===== src/rtl/dsp_be_mlse_dec_array.sv =====
// dsp_be_mlse_dec_array: registered MLSE decision array resolving all PRLL_RANK interleaved lanes of a beat per clock
// Ports: i_clk; i_rst asynchronous active-high reset; i_clr synchronous clear; i_vld beat valid; i_bypass slicer passthrough;
//   i_flag_unit 8 bits per lane {p1a,p1b,p2,p3a,p3b,p3o,p4m,p4p}, lane 0 (oldest) in the LSBs;
//   i_ari_unit 3 bits per lane {dpre,dpst,dcomp}, lane 0 in the LSBs;
//   o_vld output valid; o_drx decided bits (bit k = lane k);
//   o_hit_cnt saturating pattern-hit counter, present only when DSP_BE_MLSE_DEC_HIT_CNT_EN is defined.
module dsp_be_mlse_dec_array #(
    parameter int PRLL_RANK = 16,
    parameter int CntWidth = 16
) (
    input  logic                   i_clk,
    input  logic                   i_rst,
    input  logic                   i_clr,
    input  logic                   i_vld,
    input  logic                   i_bypass,
    input  logic [PRLL_RANK*8-1:0] i_flag_unit,
    input  logic [PRLL_RANK*3-1:0] i_ari_unit,
    output logic                   o_vld,
`ifdef DSP_BE_MLSE_DEC_HIT_CNT_EN
    output logic [CntWidth-1:0]    o_hit_cnt,
`endif
    output logic [PRLL_RANK-1:0]   o_drx
);
    if (PRLL_RANK < 3 || CntWidth < 1) begin : g_bad_param
        $error("dsp_be_mlse_dec_array: PRLL_RANK must be >= 3 and CntWidth >= 1");
    end
    logic [15:0]                  hist_f;
    logic [5:0]                   hist_a;
    logic [(PRLL_RANK+2)*8-1:0]   ext_f;
    logic [(PRLL_RANK+2)*3-1:0]   ext_a;
    logic [PRLL_RANK-1:0]         dec;
    // Extended views: entries 0,1 are the last two lanes of the previous valid beat.
    assign ext_f = {i_flag_unit, hist_f};
    assign ext_a = {i_ari_unit, hist_a};
    for (genvar k = 0; k < PRLL_RANK; k++) begin : g_lane
        logic [7:0] d0, dm1, dm2;
        logic [2:0] a;
        assign d0  = ext_f[(k+2)*8 +: 8];
        assign dm1 = ext_f[(k+1)*8 +: 8];
        assign dm2 = ext_f[k*8 +: 8];
        assign a   = ext_a[k*3 +: 3];
        assign dec[k] = i_bypass ? a[1] :
                        d0[3]    ? ~a[2] :
                        d0[5]    ? a[1] :
                        dm1[7]   ? a[1] :
                        dm1[6]   ? a[2] :
                        dm1[2]   ? a[0] :
                        dm1[5]   ? ~a[2] :
                        dm1[1]   ? 1'b0 :
                        dm1[0]   ? 1'b1 :
                        dm2[4]   ? ~a[1] :
                        dm2[5]   ? a[2] : a[1];
    end
    always_ff @(posedge i_clk or posedge i_rst) begin
        if (i_rst) begin
            o_vld  <= 1'b0;
            o_drx  <= '0;
            hist_f <= '0;
            hist_a <= '0;
        end else if (i_clr) begin
            o_vld  <= 1'b0;
            o_drx  <= '0;
            hist_f <= '0;
            hist_a <= '0;
        end else begin
            o_vld <= i_vld;
            if (i_vld) begin
                o_drx  <= dec;
                hist_f <= i_flag_unit[PRLL_RANK*8-1 -: 16];
                hist_a <= i_ari_unit[PRLL_RANK*3-1 -: 6];
            end
        end
    end
`ifdef DSP_BE_MLSE_DEC_HIT_CNT_EN
    localparam int HW = $clog2(PRLL_RANK + 1);
    localparam int SW = CntWidth + HW + 1;
    logic [PRLL_RANK-1:0] hit;
    logic [HW-1:0]        n_hit;
    logic [SW-1:0]        sum;
    // A hit is any of the ten pattern rules firing; bypass suppresses all hits.
    for (genvar k = 0; k < PRLL_RANK; k++) begin : g_hit
        assign hit[k] = ~i_bypass & (g_lane[k].d0[3] | g_lane[k].d0[5] |
                        g_lane[k].dm1[7] | g_lane[k].dm1[6] | g_lane[k].dm1[5] | g_lane[k].dm1[2] |
                        g_lane[k].dm1[1] | g_lane[k].dm1[0] | g_lane[k].dm2[4] | g_lane[k].dm2[5]);
    end
    always_comb begin
        n_hit = '0;
        for (int k = 0; k < PRLL_RANK; k++) n_hit = n_hit + HW'(hit[k]);
        sum = SW'(o_hit_cnt) + SW'(n_hit);
    end
    always_ff @(posedge i_clk or posedge i_rst) begin
        if (i_rst) o_hit_cnt <= '0;
        else if (i_clr) o_hit_cnt <= '0;
        else if (i_vld) o_hit_cnt <= (sum > SW'({CntWidth{1'b1}})) ? '1 : sum[CntWidth-1:0];
    end
`endif
endmodule


===== config.mk =====
export PLATFORM = sky130hd
export DESIGN_NAME = dsp_be_mlse_dec_array
export DESIGN_NICKNAME = d
export VERILOG_FILES = /design/src/rtl/dsp_be_mlse_dec_array.sv
export SDC_FILE = /design/constraint.sdc
export NUM_CORES = 1
export LEC_CHECK = 0
export ABC_AREA = 1
export CAP_MARGIN = 15
export CELL_PAD_IN_SITES_DETAIL_PLACEMENT = 1
export CELL_PAD_IN_SITES_GLOBAL_PLACEMENT = 2
export CORE_MARGIN = 8
export CORE_UTILIZATION = 18
export CTS_BUF_LIST = sky130_fd_sc_hd__clkbuf_4 sky130_fd_sc_hd__clkbuf_8
export DETAILED_ROUTE_END_ITERATION = 10
export PLACE_DENSITY = 0.92
export RECOVER_POWER = 25
export REMOVE_ABC_BUFFERS = 1
export SLEW_MARGIN = 30
export SYNTH_ARGS = -nofsm -noshare
export SYNTH_HDL_FRONTEND = slang
export SYNTH_SLANG_ARGS = --single-unit

===== constraint.sdc =====
create_clock -name i_clk -period 2.3 [get_ports i_clk]
set_clock_uncertainty 0.05 [all_clocks]
set_input_delay 0.46 -clock i_clk [delete_from_list [all_inputs] [get_ports i_clk]]
set_output_delay 0.46 -clock i_clk [all_outputs]
set_load 0.05 [all_outputs]

==> results of run 1 <==
[registers in the layout, indices dropped and copies added, names as in the netlist]
signal / cells
o_vld: 1
hist_f: 9
o_drx: 16
hist_a: 6
[cells by family (layout without fill, tap and decap cells)]
family          Yosys count  in the layout  share of synthesized area
compound gates           95             95                      0.178
simple gates            316            316                      0.415
buf+inv                 108            309                      0.141
flops                    32             32                      0.266
[per-stage QoR]
stage	power (W)	cells	utilization	instance area (um2)	setup slack, ns
6_report	0.00198	972	0.325	5360	0.297
5_1_grt	0.00213	972	0.325	5360	0.242
4_1_cts	0.00203	972	0.325	5360	0.271
3_5_place_dp	0.00145	964	0.319	5250	0.348
3_3_place_gp	0.00144	964	0.319	5250	0.383
2_1_floorplan	0.000967	544	-	2970	0.577
[where the power goes]
group	total, W	internal, W	switching [W]
Sequential	0.000619	0.000598	0.0000210
Combinational	0.000804	0.000427	0.000378
Clock	0.000553	0.000321	0.000232
[layer usage]
| metal | share of wire | up-vias | GRT usage |
|---|---|---|---|
| met5 | 0.0018 | - | 0 |
| met4 | 0.0060 | 4 | 0.0219 |
| met3 | 0.047 | 8 | 0.0274 |
| met2 | 0.51 | 88 | 0.217 |
| met1 | 0.44 | 1740 | 0.146 |
| li1 | - | 2069 | - |
[how the worst max path moves through the flow]
stage | start | to | slack, ns
after floorplan | i_clr | hist_a[1]$_DFFE_PP0P_ | 0.58
after global placement | i_flag_unit[13] | o_drx[3]$_DFFE_PP0P_ | 0.38
after detailed placement | i_flag_unit[13] | o_drx[3]$_DFFE_PP0P_ | 0.35
after CTS | o_drx[8]$_DFFE_PP0P_ | o_drx[8] | 0.27
after global routing | o_drx[9]$_DFFE_PP0P_ | o_drx[9] | 0.24
final | o_drx[8]$_DFFE_PP0P_ | o_drx[8] | 0.30
[cell usage after synthesis]
cell           count
o21ai_0           10
buf_6              1
a21oi_2           11
a21oi_1           69
dfrtp_1           32
dlygate4sd1_1      2
clkbuf_1           2
inv_1             64
nand2_1          267
buf_2              2
nor2_1            17
nand3_1           16
nor2_4             1
inv_2             37
a22o_1             5
or2_2              2
or2_1             13
[cell type report]
type                            instances  share of cell area
Clock inverter                          3             0.00794
Sequential cell                        32               0.150
Timing Repair Buffer                  200               0.373
Clock buffer                            5              0.0129
Tap cell                              220              0.0514
Multi-Input combinational cell        411               0.334
Inverter                              101              0.0708
==> key figures, run 1 <==
Outcome
  – Outcome: completed

Synthesis
  – Largest cells by area after synthesis: nand2_1 (33%), dfrtp_1 (27%), a21oi_1 (11%), inv_1 (8.0%), inv_2 (4.6%)
  – Post-synthesis instance area: 3010 um2
  – Register area share after synthesis: 0.266
  – Avg Cell Area, Syn: 5.47 um2
  – Synth cell types: 17
  – Synth top area share: 0.333
  – Yosys warns: 0
  – Synth Register Bits: 32
  – Cells after Synth: 551
  – Post-synth top area cell: nand2_1

CTS
  – Clock buffer count from CTS: 5
  – Post-CTS Hold Buffers: 0
  – Max clock buf depth: 2
  – Clock Pin Slew Worst Setup and Hold Paths: 0.07 ns
  – H-tree levels: 2
  – CTS tree: done
  – Post-CTS Setup Bufs: 0
  – Clock Sinks: 32
  – Root Buffer: clkbuf_8
  – Cells resized by post-CTS repair: 0
  – Skew-Pair Late Insertion Delay: 0.29 ns

Detailed routing
  – DRC viols: 0
  – Final wirelength: 13100 um
  – Drt first pass iters: 4
  – Final ANT Viol Nets: 0
  – Vias per cell: 4.02
  – WL/cell: 13.5 um
  – DRT iter0 DRCs: 105
  – Vias: 3909

Min path
  – Worst Hold End: o_drx[13]$_DFFE_PP0P_
  – Hold Path Class: reg -> reg
  – Hold_sp: o_drx[13]$_DFFE_PP0P_
  – Hold Crit Depth: 2

Setup path
  – Kind of critical path: reg -> out
  – Startpoint class of the critical path: register
  – Critical Path RT: 1.79 ns
  – Worst R2R Start: hist_a[2]$_DFFE_PP0P_
  – Cell Chain, Critical Path: clkdlybuf4s50_1
  – Slowest stage delay, CP: 0.85 ns
  – Buffer and inverter count on the worst path: 1
  – Crit Path Max Fanout: 2
  – WP depth: 1
  – Reg2Reg Depth: 14
  – Critical-path top delay cell: clkdlybuf4s50_1
  – Worst reg-to-reg setup slack: 1.00 ns
  – Kind of cell adding the most delay to the critical path: buffers and inverters
  – R2R Path End: o_drx[0]$_DFFE_PP0P_
  – Worst EP arrival: 1.49 ns
  – Critical path endpoint category: output pin

Global route
  – Vias in the first global route: 4134
  – Initial antenna violation count: 2
  – First-pass GRT wire length: 21200 um
  – Grt ovf: 0
  – Pin count of the biggest net entering global routing: 33
  – GR Util All Layers: 0.121

Floorplan
  – Starting Density: 0.183
  – IO Pins: 198
  – Core Area: 16500 um2
  – Die Area: 21100 um2
  – Rows: 47
  – DIE HEIGHT: 145 um
  – Die Width: 145 um

Placed design
  – Dpl hpwl: 11000 um
  – IO buf count: 197
  – GP Congestion: 0.742

STA
  – Worst Hold Margin: 0.430 ns
  – Slew Limit Fails: 0
  – Final hold vios: 0
  – Relative slew slack: 0.414
  – Final setup vio count: 0
  – Fin crit share: 0.871
  – Worst-margin pin slew: 0.879 ns
  – Unrepaired setup endpoints after global routing: false
  – Setup tns final: 0 ns
  – Fmax: 499 MHz
  – Min Tclk post-route: 2.00 ns

Run
  – Max-capacitance violation count: 0

Power
  – Cell Pwr Density: 369 nW/um2
  – P_leak: 2.67 nW
  – Worst vdd ir: 0.000177 V

Finish
  – Area Overhead vs Synth: 77.7%
  – Diodes inserted: 0
  – Nets: 932
  – Filler instances: 2132
  – Layout cells sized above 1: 0.0851
  – Most common cell after layout, fill and taps aside: nand2_1
  – Leading cell types in the layout, fill and taps excluded: nand2_1 (267), clkdlybuf4s50_1 (195), a21oi_1 (69)
  – Register area: 801 um2
  – Multi-input logic area: 1790 um2
Power figures use the tool's default switching activity.
==> run 2: changes to the inputs <==
--- a/config.mk
+++ b/config.mk
@@ -10,10 +10,11 @@
 export CELL_PAD_IN_SITES_DETAIL_PLACEMENT = 1
 export CELL_PAD_IN_SITES_GLOBAL_PLACEMENT = 2
 export CORE_MARGIN = 8
-export CORE_UTILIZATION = 18
+export CORE_UTILIZATION = 16
 export CTS_BUF_LIST = sky130_fd_sc_hd__clkbuf_4 sky130_fd_sc_hd__clkbuf_8
 export DETAILED_ROUTE_END_ITERATION = 10
-export PLACE_DENSITY = 0.92
+export MAX_ROUTING_LAYER = met4
+export PLACE_DENSITY = 0.83
 export RECOVER_POWER = 25
 export REMOVE_ABC_BUFFERS = 1
 export SLEW_MARGIN = 30
==> constraint.sdc (replaced) <==
create_clock -name i_clk -period 2.05 [get_ports i_clk]
set_clock_uncertainty 0.05 [all_clocks]
set_input_delay 0.41 -clock i_clk [delete_from_list [all_inputs] [get_ports i_clk]]
set_output_delay 0.41 -clock i_clk [all_outputs]
set_load 0.05 [all_outputs]
==> run 2 against run 1 <==
Effect of this change: global-route usage decreased by 0.63 points; largest cell class unchanged; largest power group unchanged; first-iteration DRC count decreased by 16%; die area increased by 11%.
==> key figures, run 2 (same netlist as run 1, synthesis figures left out) <==
Outcome
  – Outcome: completed (unchanged)

Global route
  – Pin count of the biggest net entering global routing: 33 (unchanged)
  – First-pass GRT wire length: 21600 um (was 21200 um)
  – Grt ovf: 0 (unchanged)
  – Initial antenna violation count: 1 (was 2)
  – GR Util All Layers: 0.115 (was 0.121)
  – Vias in the first global route: 4174 (was 4134)

Min path
  – Worst Hold End: o_drx[0]$_DFFE_PP0P_ (was o_drx[13]$_DFFE_PP0P_)
  – Hold_sp: o_drx[0]$_DFFE_PP0P_ (was o_drx[13]$_DFFE_PP0P_)
  – Hold Path Class: reg -> reg (unchanged)
  – Hold Crit Depth: 2 (unchanged)

Setup path
  – Slowest stage delay, CP: 0.83 ns (was 0.85 ns)
  – Crit Path Max Fanout: 2 (unchanged)
  – Reg2Reg Depth: 14 (unchanged)
  – Buffer and inverter count on the worst path: 1 (unchanged)
  – Worst R2R Start: hist_f[13]$_DFFE_PP0P_ (was hist_a[2]$_DFFE_PP0P_)
  – Critical path endpoint category: output pin (unchanged)
  – Worst reg-to-reg setup slack: 0.72 ns (was 1.00 ns)
  – Critical Path RT: 1.59 ns (was 1.79 ns)
  – Worst EP arrival: 1.46 ns (was 1.49 ns)
  – Cell Chain, Critical Path: clkdlybuf4s50_1 (unchanged)
  – R2R Path End: o_drx[1]$_DFFE_PP0P_ (was o_drx[0]$_DFFE_PP0P_)
  – Critical-path top delay cell: clkdlybuf4s50_1 (unchanged)
  – Kind of cell adding the most delay to the critical path: buffers and inverters (unchanged)
  – WP depth: 1 (unchanged)
  – Startpoint class of the critical path: register (unchanged)
  – Kind of critical path: reg -> out (unchanged)

CTS
  – Clock Pin Slew Worst Setup and Hold Paths: 0.08 ns (was 0.07 ns)
  – Post-CTS Setup Bufs: 0 (unchanged)
  – H-tree levels: 2 (unchanged)
  – Clock Sinks: 32 (unchanged)
  – Cells resized by post-CTS repair: 0 (unchanged)
  – CTS tree: done (unchanged)
  – Clock buffer count from CTS: 5 (unchanged)
  – Max clock buf depth: 2 (unchanged)
  – Post-CTS Hold Buffers: 0 (unchanged)
  – Root Buffer: clkbuf_8 (unchanged)
  – Skew-Pair Late Insertion Delay: 0.28 ns (was 0.29 ns)

STA
  – Worst-margin pin slew: 0.864 ns (was 0.879 ns)
  – Final hold vios: 0 (unchanged)
  – Slew Limit Fails: 0 (unchanged)
  – Fin crit share: 0.936
  – Unrepaired setup endpoints after global routing: false (unchanged)
  – Min Tclk post-route: 1.92 ns
  – Worst Hold Margin: 0.431 ns (was 0.430 ns)
  – Final setup vio count: 0 (unchanged)
  – Relative slew slack: 0.424 (was 0.414)
  – Fmax: 521 MHz
  – Setup tns final: 0 ns (unchanged)

Detailed routing
  – Final wirelength: 13400 um (was 13100 um)
  – Drt first pass iters: 4 (unchanged)
  – Vias: 3914 (was 3909)
  – DRT iter0 DRCs: 88 (was 105)
  – WL/cell: 13.5 um (about the same)
  – Final ANT Viol Nets: 0 (unchanged)
  – DRC viols: 0 (unchanged)
  – Vias per cell: 3.95 (was 4.02)

Finish
  – Filler instances: 2367 (was 2132)
  – Most common cell after layout, fill and taps aside: nand2_1 (unchanged)
  – Largest register FFs: 16 (unchanged)
  – Area Overhead vs Synth: 78.4% (was 77.7%)
  – Leading cell types in the layout, fill and taps excluded: nand2_1 (267), clkdlybuf4s50_1 (180), a21oi_1 (69) (was nand2_1 (267), clkdlybuf4s50_1 (195), a21oi_1 (69))
  – Nets: 935 (was 932)
  – Layout cells sized above 1: 0.109 (was 0.0851)
  – Top reg by flops: o_drx (unchanged)
  – Largest registers: o_drx x16, hist_f x9, hist_a x6 (unchanged)

Floorplan
  – Starting Density: 0.162 (was 0.183)
  – Die Area: 23500 um2 (was 21100 um2)
  – IO Pins: 198 (unchanged)
  – Rows: 50 (was 47)
  – Core Area: 18600 um2 (was 16500 um2)
  – DIE HEIGHT: 153 um (was 145 um)
  – Die Width: 153 um (was 145 um)

Placed design
  – IO buf count: 197 (unchanged)
  – GP Congestion: 0.769 (was 0.742)
  – Dpl hpwl: 11500 um (was 11000 um)

Power
  – Worst vdd ir: 0.000239 V (was 0.000177 V)
  – P_leak: 2.72 nW (was 2.67 nW)
  – Cell Pwr Density: 415 nW/um2 (was 369 nW/um2)

Run
  – Max-capacitance violation count: 0 (unchanged)
==> run 2: changes by cell type in the layout (fill, tap and decap cells not counted) <==
cell / change
buf_12: +1
buf_4: +17
clkdlybuf4s50_1: -15
diode_2: +2
==> run 2: how the worst max path moves through the flow <==
stage | start | to | slack, ns
5_1_grt | o_drx[0]$_DFFE_PP0P_ | o_drx[0] | 0.08
4_1_cts | o_drx[2]$_DFFE_PP0P_ | o_drx[2] | 0.11
3_5_place_dp | i_flag_unit[13] | o_drx[3]$_DFFE_PP0P_ | 0.13
2_1_floorplan | i_clr | hist_a[1]$_DFFE_PP0P_ | 0.38
6_report | o_drx[2]$_DFFE_PP0P_ | o_drx[2] | 0.13
3_3_place_gp | i_flag_unit[13] | o_drx[3]$_DFFE_PP0P_ | 0.15
==> run 2: layout make-up <==
type / count / area (um2) / share of cell area
Timing Repair Buffer: 203 / 2000 / 0.372
Multi-Input combinational cell: 411 / 1790 / 0.333
Sequential cell: 32 / 801 / 0.149
Inverter: 101 / 379 / 0.0705
Tap cell: 234 / 293 / 0.0545
Clock buffer: 5 / 68.8 / 0.0128
Clock inverter: 3 / 42.5 / 0.00791
Antenna cell: 2 / 5.00 / 0.000931
==> run 2: stage by stage <==
stage | util | power (W) | setup slack (ns) | cells | area, um2
after floorplan | - | 0.00109 | 0.377 | 544 | 2970
after global placement | 0.283 | 0.00162 | 0.146 | 981 | 5260
after detailed placement | 0.283 | 0.00163 | 0.134 | 981 | 5260
after CTS | 0.289 | 0.00229 | 0.106 | 989 | 5370
after global routing | 0.289 | 0.00240 | 0.0752 | 990 | 5370
final | 0.289 | 0.00223 | 0.131 | 991 | 5380
==> run 2: power breakdown <==
group | switching (W) | internal (W) | total [W]
clock | 0.000269 | 0.000360 | 0.000629
sequential | 0.0000231 | 0.000670 | 0.000694
combinational | 0.000430 | 0.000478 | 0.000907
==> run 2: layer usage <==
layer / wire (um) / global-route usage
met1: 5950 / 0.138
met2: 6770 / 0.200
met3: 639 / 0.0220
met4: 68 / 0.0170
met5: 0 / -
